$ cat src/rtl/quot_rem.sv
// Sequential restoring radix-2 divider: one quotient bit per clock, signed or unsigned,
// truncate-toward-zero quotient and remainder, valid/ready on both sides.
module quot_rem #(
  parameter int WIDTH = 64
) (
  input  logic             i_clk,
  input  logic             i_rst_n,
  input  logic             i_valid,
  output logic             o_ready,
  input  logic             i_signed,
  input  logic [WIDTH-1:0] i_n,
  input  logic [WIDTH-1:0] i_d,
  output logic             o_valid,
  input  logic             i_ready,
  output logic [WIDTH-1:0] o_q,
  output logic [WIDTH-1:0] o_r,
  output logic             o_div0
);

  typedef enum logic [1:0] {
    IDLE = 2'd0,
    CALC = 2'd1,
    DONE = 2'd2
  } state_e;

  localparam int CW = $clog2(WIDTH) + 1;
  localparam logic [CW-1:0] CNT_LAST = CW'(WIDTH);
  localparam logic [CW-1:0] CNT_ONE  = CW'(1);

  function automatic logic [WIDTH-1:0] magnitude(input logic [WIDTH-1:0] x, input logic neg);
    magnitude = neg ? (-x) : x;
  endfunction

  state_e           state_q, state_d;
  logic [WIDTH-1:0] nq_q, nq_d;      // dividend shifts out MSB-first, quotient shifts in at LSB
  logic [WIDTH-1:0] rem_q, rem_d;
  logic [WIDTH-1:0] dv_q, dv_d;
  logic [CW-1:0]    cnt_q, cnt_d;
  logic             neg_quo_q, neg_quo_d;
  logic             neg_rem_q, neg_rem_d;
  logic             zero_q, zero_d;
  logic [WIDTH-1:0] oq_q, oq_d;
  logic [WIDTH-1:0] or_q, or_d;
  logic             div0_q, div0_d;
  logic             valid_q, valid_d;
  logic             ready_q, ready_d;

  logic             neg_n_s, neg_d_s;
  logic [WIDTH:0]   rem_sh_s, diff_s;

  assign neg_n_s  = i_signed & i_n[WIDTH-1];
  assign neg_d_s  = i_signed & i_d[WIDTH-1];
  assign rem_sh_s = {rem_q, nq_q[WIDTH-1]};
  assign diff_s   = rem_sh_s - {1'b0, dv_q};

  // Next-state and datapath update for the accept / iterate / finish / handshake flow
  always_comb begin
    state_d   = state_q;
    nq_d      = nq_q;
    rem_d     = rem_q;
    dv_d      = dv_q;
    cnt_d     = cnt_q;
    neg_quo_d = neg_quo_q;
    neg_rem_d = neg_rem_q;
    zero_d    = zero_q;
    oq_d      = oq_q;
    or_d      = or_q;
    div0_d    = div0_q;
    case (state_q)
      IDLE: begin
        if (i_valid) begin
          nq_d      = magnitude(i_n, neg_n_s);
          dv_d      = magnitude(i_d, neg_d_s);
          rem_d     = '0;
          cnt_d     = '0;
          neg_quo_d = neg_n_s ^ neg_d_s;
          neg_rem_d = neg_n_s;
          zero_d    = (i_d == '0);
          div0_d    = 1'b0;
          state_d   = CALC;
        end else begin
          state_d = IDLE;
        end
      end
      CALC: begin
        if (zero_q) begin
          // nq still holds |n|, so re-applying the sign restores the raw dividend
          oq_d    = '1;
          or_d    = magnitude(nq_q, neg_rem_q);
          div0_d  = 1'b1;
          state_d = DONE;
        end else if (cnt_q == CNT_LAST) begin
          oq_d    = magnitude(nq_q, neg_quo_q);
          or_d    = magnitude(rem_q, neg_rem_q);
          state_d = DONE;
        end else begin
          if (!diff_s[WIDTH]) begin
            rem_d = diff_s[WIDTH-1:0];
            nq_d  = {nq_q[WIDTH-2:0], 1'b1};
          end else begin
            rem_d = rem_sh_s[WIDTH-1:0];
            nq_d  = {nq_q[WIDTH-2:0], 1'b0};
          end
          cnt_d = cnt_q + CNT_ONE;
        end
      end
      DONE: begin
        if (i_ready) begin
          state_d = IDLE;
        end else begin
          state_d = DONE;
        end
      end
      default: begin
        state_d = IDLE;
      end
    endcase
    valid_d = (state_d == DONE);
    ready_d = (state_d == IDLE);
  end

  // State and output registers with synchronous active-low reset
  always_ff @(posedge i_clk) begin
    if (!i_rst_n) begin
      state_q   <= IDLE;
      nq_q      <= '0;
      rem_q     <= '0;
      dv_q      <= '0;
      cnt_q     <= '0;
      neg_quo_q <= 1'b0;
      neg_rem_q <= 1'b0;
      zero_q    <= 1'b0;
      oq_q      <= '0;
      or_q      <= '0;
      div0_q    <= 1'b0;
      valid_q   <= 1'b0;
      ready_q   <= 1'b1;
    end else begin
      state_q   <= state_d;
      nq_q      <= nq_d;
      rem_q     <= rem_d;
      dv_q      <= dv_d;
      cnt_q     <= cnt_d;
      neg_quo_q <= neg_quo_d;
      neg_rem_q <= neg_rem_d;
      zero_q    <= zero_d;
      oq_q      <= oq_d;
      or_q      <= or_d;
      div0_q    <= div0_d;
      valid_q   <= valid_d;
      ready_q   <= ready_d;
    end
  end

  assign o_ready = ready_q;
  assign o_valid = valid_q;
  assign o_q     = oq_q;
  assign o_r     = or_q;
  assign o_div0  = div0_q;

endmodule
$ cat config.mk
export PLATFORM = sky130hd
export DESIGN_NAME = quot_rem
export DESIGN_NICKNAME = d
export VERILOG_FILES = /design/src/rtl/quot_rem.sv
export SDC_FILE = /design/constraint.sdc
export NUM_CORES = 1
export LEC_CHECK = 0
export BUFFER_PORTS_ARGS = -buffer_cell sky130_fd_sc_hd__buf_2
export CAP_MARGIN = 30
export CORE_MARGIN = 4
export CORE_UTILIZATION = 50
export CTS_CLUSTER_DIAMETER = 120
export DETAILED_ROUTE_END_ITERATION = 8
export PLACE_DENSITY = 0.7
export SYNTH_ARGS = -nofsm -noshare
export SYNTH_HDL_FRONTEND = slang
export SYNTH_SLANG_ARGS = --single-unit
$ cat constraint.sdc
create_clock -name i_clk -period 5.5 [get_ports i_clk]
set_input_delay 0.825 -clock i_clk [delete_from_list [all_inputs] [get_ports i_clk]]
set_output_delay 0.825 -clock i_clk [all_outputs]
set_load 0.005 [all_outputs]
# Word-level counts from Yosys, hierarchy flattened
# Index checks and enable logic that the tools add are counted.
# totals
reg_bits	335
inputBits	133
out_inout_bits	131
word_cells	70
# classes
add_sub_neg	6
n_eq_ne	8
n_mux	31
bitwise	3
n_reduce_logical	9
# op_table
cell	count
two-way mux 64 bit	16
negation 64 bit	4
case mux 64 bit (2 select lines)	2
subtractor 65 x 64 -> 65 bit	1
logical NOT 64 bit	1
two-way mux 7 bit	3
case mux 7 bit (2 select lines)	1
inequality test 2 bit (second input constant)	4
adder 7 x 1 -> 7 bit (second input constant)	1
== test 7 bit (second input constant)	1
two-way mux 2 bit	3
case mux 2 bit (3 select lines)	1
== test 2 bit (second input constant)	2
logical NOT 2 bit	2
two-way mux 1 bit	4
AND reduction 2 bit	2
AND reduction 4 bit	1
nonzero test 2 bit	2
AND reduction 3 bit	1
bitwise AND 1 bit	2
== test 2 x 1 -> 1 bit (second input constant)	1
case mux 1 bit (2 select lines)	1
XOR 1 bit	1

# Logic depth before layout (Yosys ltp)
# Gate-level depths: netlist (run 1).
# depth
ltp_word	5
mapped_depth	15
mapped_depth_nobuf	14

# Least setup slack after synthesis (run 1)
# OpenSTA, ideal clock, no wires.
# synth_timing
path_type	register -> register
start	reg nq_q[1]
end	reg oq_q[62], in the netlist o_q[62]
setup_time_ns	0.132
arrival_ns	3.886
required_ns	5.368
setup_slack_ns	1.482
stages_incl_launch_ff	15
path_buffers	1
period_less_slack_ns	4.018
cell_sequence	dfxtp_1 inv_1 ha_1 or3b_1 nor4b_2 nand4_2 or3_1 buf_2 or3_4 or4_4 or4_4 or3_1 nand2_1 xor2_1 a21oi_1
# synth_via
elab_chain_cells	4
# synth_lines
element	line_no	text
from (decl)	35	logic [WIDTH-1:0] nq_q, nq_d;
from (signal assigned)	140	nq_q <= nq_d;
negation 64 bit	31	magnitude = neg ? (-x) : x;
two-way mux 64 bit	31	
two-way mux 64 bit	92	end else if (cnt_q == CNT_LAST) begin
two-way mux 64 bit	86	if (zero_q) begin
to (signal assigned)	147	oq_q <= oq_d;
to (decl)	42	logic [WIDTH-1:0] oq_q, oq_d;
# Every way passes these cells. The select of a mux whose other input is x is not followed.
# A chain may end at the register's enable or synchronous reset.

# Final worst setup path (run 1)
# layout_timing
start	reg nq_q[1]
end	reg or_q[62], in the netlist o_r[62]
# layout_via
elab_chain_cells	3
# layout_lines
element	line_no	text
negation 64 bit	31	
two-way mux 64 bit	31	
two-way mux 64 bit	86	
to (signal assigned)	148	or_q <= or_d;
to (decl)	43	logic [WIDTH-1:0] or_q, or_d;
# Every way passes these cells.

==> impl_metrics.yaml, run 1 <==
outcome:
  outcome: "complete, no violations"
global_routing:
  use_met1_pct: 43.20
  busiest_layer: "met2"
  grt_pass1_vias: 22600
  grt_pass1_wl_mm: 129.7
  grt_max_degree: 107
  grt_util_met3_pct: 4.618
  antenna_found_initial: 2
  grt_use_total_pct: 32.01
  grt-ovfl-total: 0
  use_met2_pct: 52.47
sta:
  max_freq_mhz: 205.3
  fin_ws_ns: 0.6284
  setup_violations: 0
  hold_violations: 0
  tightest_slew_ns: 0.9646
  finalCriticalPeriod_ns: 4.872
  skew_ns: 0.02157
  relSlewSlack_pct: 35.10
  fin_setup_tns_ns: 0
  rsz0062_at_grt: "false"
  finalMaxSlewViolations: 0
  finalCritPeriodShare_pct: 88.57
floorplanning:
  die_h_um: 223.0
  die_w_um: 223.0
  core_area_um2: 45580
  dieArea_um2: 49740
  placementRows: 78
  start_util_pct: 50.72
  io-pin-count: 264
clock_network:
  cts_sinks: 335
  hold_buffers: 0
  clk_latency_ns: 0.57
  clkSlewWorstSetupHoldPaths_ns: 0.06
  root_buffer: "clkbuf_16"
  ctsResizeCount: 0
  cts-htree-levels: 2
  tritoncts: "built"
  postCtsSetupRepairBufs: 0
  clock_path_buffers: 3
  cts_buffers: 41
drt:
  wl_per_cell_um: 21.39
  antenna_left: 0
  finalWirelength_mm: 84.37
  post-route-drc-count: 0
  drt_iter0_drc: 2559
  drt-pass1-iter-count: 6
  vias: 24550
  vias_per_cell: 6.226
yosys:
  synthesis.nets: 3413
  async_flop_share_pct: 0
  avgSynthCellArea_um2: 7.204
  seq_area_frac_synth_pct: 29.01
  synth.cell_area_um2: 23120
  synthCells: 3209
  synth_ff_type: "dfxtp_1"
  synth_seq_cells: 335
  synth_edf_count: 0
  ys_types: 76
  yosys_warnings: 0
setup_path:
  crit_chain: "inv_1, ha_1, or3b_1, nor4b_2, nand4_2, or3_1, or3_4, or4_4, or4_4, or3_1, nand2_1, xor2_1, a21oi_1"
  critical_path.startpoint_type: "register"
  crit_path_max_incr_delay_ns: 0.64
  cp_slowest_cell: "or3_1"
  cp-end-kind: "register"
  cp.required_ns: 5.91
  cp_max_fo: 7
  path_buf_inv: 1
  path_class: "register to register"
  critPathArrivalTime_ns: 5.28
  crit_family: "simple AND/OR/NAND/NOR gates"
  rrSetupSlack_ns: 0.63
layout:
  drive_above_1_share_pct: 12.71
  final_area_um2: 26110
  diodes: 0
  area_growth_pct: 12.93
  finalNetCount: 3520
pwr:
  leakage_nw: 10.55
  power_density_nw_per_um2: 701.7
  peakVddDrop_mv: 1.167
  p_total_w: 0.01832
place:
  dpl_cell_area_um2: 24760
  pre_cts_slack_ns: 0.7059
  place_hpwl_mm: 63.90
  io_buffers: 263
  gp_congestion: 0.9838
flow_run:
  drv_cap: 0
worst_hold_path:
  min_path_type: "register to register"
==> stage by stage <==
step                      std cells  hold slack, ns  util [%]
after floorplan                3209          0.4319         -
after global placement         3869          0.4420     54.24
after detailed placement       3871          0.4425     54.32
after CTS                      3942          0.4508     57.26
after global routing           3944          0.4688     57.28
final                          3944          0.4554     57.28
==> placed cells by master, fill, tap and decap left out, types with 28 or more instances in the layout <==
cell	instances
nand2_1	353
dfxtp_1	332
a21oi_1	324
nor2_1	301
buf_2	264
o21ai_0	236
nand3_1	201
xor2_1	190
xnor2_1	134
inv_1	102
a211oi_1	100
nor3_1	75
ha_1	70
or3_1	66
o31ai_1	59
buf_4	43
clkbuf_16	42
nand4_1	35
nor4_1	33
o211ai_1	28
==> worst min-delay path: stages, from the launching register on <==
cell     delay, ns
dfxtp_1       0.31
nand2_1       0.05
a21oi_1       0.05
==> area by class of cell <==
class	instances	area (um2)
fillers	4334	19470
flip-flops and latches	335	6715
well taps	600	750.7
clock inverters	8	110.1
clock buffers	63	1230
multi-input cells	2520	15140
repair buffers	314	1767
inverters	104	392.9
==> path summary, 6_finish.rpt <==
path                                      startpoint              endpoint  depth (start not counted)
worst max register to register  nq_q[1]$_SDFFE_PN0P_  o_r[62]$_SDFFE_PN0P_                         13
worst min-delay path            o_r[21]$_SDFFE_PN0P_  o_r[21]$_SDFFE_PN0P_                          2
worst min register to register  o_r[21]$_SDFFE_PN0P_  o_r[21]$_SDFFE_PN0P_                          2
worst max-delay path            nq_q[1]$_SDFFE_PN0P_  o_r[62]$_SDFFE_PN0P_                         13
==> layer usage <==
| metal | up-vias | part of all wire (%) |
|---|---|---|
| li1 | 11690 | - |
| met1 | 11570 | 43 |
| met2 | 1120 | 46 |
| met3 | 173 | 7.7 |
| met4 | 2 | 3.6 |
| met5 | - | 0.059 |
==> state kept, by name, summed over array words and instances, names as in the netlist <==
signal	count
o_r	64
dv_q	64
neg_rem_q	1
o_ready	1
o_div0	1
o_q	64
cnt_q	7
rem_q	64
state_q	2
o_valid	1
zero_q	1
neg_quo_q	1
nq_q	64
==> cells in the mapped netlist (33+ instances only) <==
| master | count | share of area, % |
|---|---|---|
| a21oi_1 | 324 | 7.0 |
| nand3_1 | 201 | 4.4 |
| a211oi_1 | 100 | 3.2 |
| clkbuf_1 | 223 | 3.6 |
| o31ai_1 | 59 | 1.9 |
| nor3_1 | 75 | 1.6 |
| nor2_1 | 306 | 5.0 |
| dfxtp_1 | 335 | 29 |
| nand4_1 | 35 | 0.95 |
| inv_1 | 102 | 1.7 |
| or3_1 | 66 | 1.8 |
| nor4_1 | 33 | 0.89 |
| ha_1 | 70 | 3.8 |
| o21ai_0 | 236 | 5.1 |
| xor2_1 | 191 | 7.2 |
| xnor2_1 | 135 | 5.1 |
| nand2_1 | 353 | 5.7 |
==> power breakdown <==
| group | total [W] | internal, W | switching, W |
|---|---|---|---|
| registers | 0.00333 | 0.00274 | 0.000582 |
| logic | 0.0123 | 0.00435 | 0.00792 |
| clock network | 0.00272 | 0.00163 | 0.00109 |
| total | 0.0183 | 0.00872 | 0.00960 |
==> cell families (layout without fill, tap and decap cells) <==
group / count (synthesis) / in the layout / synth area share (%)
muxes: 3 / 3 / 0.1840
buffers and inverters: 354 / 489 / 5.872
DFF: 335 / 335 / 29.01
and+or+nand+nor: 1184 / 1184 / 23.97
AOI/OAI and AO/OA: 936 / 936 / 24.73
adders and majority gates: 71 / 71 / 3.875
xor gates and xnor gates: 326 / 326 / 12.35
(Power assumes the default switching activity.)
==> run 2: changes to the inputs <==
--- a/config.mk
+++ b/config.mk
@@ -8,10 +8,9 @@
 export BUFFER_PORTS_ARGS = -buffer_cell sky130_fd_sc_hd__buf_2
 export CAP_MARGIN = 30
 export CORE_MARGIN = 4
-export CORE_UTILIZATION = 50
+export CORE_UTILIZATION = 25
 export CTS_CLUSTER_DIAMETER = 120
 export DETAILED_ROUTE_END_ITERATION = 8
-export PLACE_DENSITY = 0.7
 export SYNTH_ARGS = -nofsm -noshare
 export SYNTH_HDL_FRONTEND = slang
 export SYNTH_SLANG_ARGS = --single-unit
==> run 2 against run 1 <==
Worst hold slack worse by 0.0029 ns. Cell count up 15%. Utilization down 28 points. Sequential power up 1%. Non-clock buffer count down 1. Combinational power about the same. Final area up 2.6%. Die area up 96%. Clock skew up 0.0062 ns. Critical endpoint is now rem_q[57]$_SDFFE_PN0P_. Largest cell class unchanged.
==> impl_metrics.yaml, run 2 (same netlist as run 1, synthesis figures left out) <==
place:
  io_buffers: 263
  pre_cts_slack_ns: 0.6487
  place_hpwl_mm: 69.68
  place_inst: 4457
  dpl_cell_area_um2: 25490
  gp_congestion: 0.9053
layout:
  area_growth_pct: 15.91
  final_area_um2: 26800
  layoutNonFillerInstCount: 4525
  fillCellCount: 10100
  diodes: 0
  final_common_cell: "nand2_1"
  finalNetCount: 3517
  drive_above_1_share_pct: 12.58
  layout_common_cells: "nand2_1 (353), dfxtp_1 (332), a21oi_1 (324), nor2_1 (301), buf_2 (263)"
outcome:
  outcome: "complete, no violations"
sta:
  holdWs_ns: 0.4525
  max_freq_mhz: 201.0
  hold_violations: 0
  skew_ns: 0.02775
  finalMaxSlewViolations: 0
  tightest_slew_ns: 1.154
  rsz0062_at_grt: "false"
  fin_ws_ns: 0.5245
  finalCritPeriodShare_pct: 90.46
  finalCriticalPeriod_ns: 4.975
  setup_violations: 0
  relSlewSlack_pct: 21.04
  fin_setup_tns_ns: 0
setup_path:
  cp.required_ns: 6.00
  cp_slowest_cell: "o41ai_1"
  crit_chain: "inv_1, ha_1, fa_1, nand2b_1, a21oi_1, o41ai_1, a311oi_1, o31ai_1, o211ai_1, a311o_1, a21oi_1, xor2_4, buf_4, a21oi_1, a22oi_1"
  crit_path_max_incr_delay_ns: 0.65
  crit_top_cell: "a21oi_1"
  cp_max_fo: 19
  critical_path.startpoint_type: "register"
  path_class: "register to register"
  cp-end-kind: "register"
  critPathArrivalTime_ns: 5.47
global_routing:
  grt_use_total_pct: 17.50
  grt_max_degree: 113
  grt-ovfl-total: 0
  grt_pass1_vias: 21820
  antenna_found_initial: 2
  grt_pass1_wl_mm: 134.7
clock_network:
  root_buffer: "clkbuf_16"
  ctsResizeCount: 0
  clock_path_buffers: 3
  postCtsSetupRepairBufs: 0
  hold_buffers: 0
  tritoncts: "built"
  cts-htree-levels: 2
  clk_latency_ns: 0.59
  cts_sinks: 335
  cts_buffers: 39
  clkSlewWorstSetupHoldPaths_ns: 0.06
pwr:
  peakVddDrop_mv: 0.5780
  power_density_nw_per_um2: 688.3
  leakage_nw: 10.52
flow_run:
  drv_cap: 0
floorplanning:
  start_util_pct: 25.22
  die_w_um: 312.1
  placementRows: 111
  die_h_um: 312.1
  dieArea_um2: 97400
  io-pin-count: 264
  core_area_um2: 91660
worst_hold_path:
  min_path_type: "register to register"
drt:
  drt_iter0_drc: 2124
  vias: 23890
  post-route-drc-count: 0
  wl_per_cell_um: 20.07
  drt-pass1-iter-count: 6
  antenna_left: 0
  vias_per_cell: 5.280
  finalWirelength_mm: 90.83
run 2: cell types whose count changed in the layout (fill, tap and decap cells not counted), sizes merged:
cell           delta
inv               +1
bufinv            +2
clkdlybuf4s18     -1
clkbuf            -9
buf               +1
clkinv            +1
run 2: critical path: cells and delay by family, from the launching register on:
kind	cells	cell delay [ns]
AOI/OAI and AO/OA	9	2.95
xor gates and xnor gates	1	0.58
adders and majority gates	2	0.43
buffers and inverters	2	0.45
DFF	1	0.30
and+or+nand+nor	1	0.18
run 2: final timing paths:
check / start / endpoint / slack [ns] / cells past startpoint
setup / recovery: nq_q[63]$_SDFFE_PN0P_ / rem_q[57]$_SDFFE_PN0P_ / 0.52 / 15
hold / removal: o_r[48]$_SDFFE_PN0P_ / o_r[48]$_SDFFE_PN0P_ / 0.45 / 2
setup reg to reg: nq_q[63]$_SDFFE_PN0P_ / rem_q[57]$_SDFFE_PN0P_ / 0.52 / 15
hold reg to reg: o_r[48]$_SDFFE_PN0P_ / o_r[48]$_SDFFE_PN0P_ / 0.45 / 2
run 2: cell type report:
class | instances | area (um2) | share of cell area, %
well taps | 1186 | 1484 | 5.538
multi-input cells | 2520 | 15140 | 56.49
repair buffers | 313 | 1765 | 6.589
flip-flops and latches | 335 | 6715 | 25.06
clock inverters | 12 | 202.7 | 0.7564
inverters | 104 | 395.4 | 1.476
clock buffers | 55 | 1096 | 4.090
run 2: report_power, final:
group,switching (W),leakage (nW),internal (W)
clock,0.00112,0.628,0.00159
combinational,0.00796,7.16,0.00441
sequential,0.000628,2.73,0.00274
total,0.00971,10.5,0.00874
run 2: metrics by stage:
step	utilization [%]	power [W]
after floorplan	-	0.01184
after global placement	27.77	0.01555
after detailed placement	27.80	0.01545
after CTS	29.22	0.01822
after global routing	29.23	0.01962
final	29.23	0.01844
run 2: metal layers:
| layer | track usage (%) | wire length, um |
|---|---|---|
| met3 | 2.845 | 5272 |
| met1 | 21.54 | 37260 |
| met4 | 6.029 | 3136 |
| met2 | 30.92 | 45150 |
| met5 | 0 | 12 |
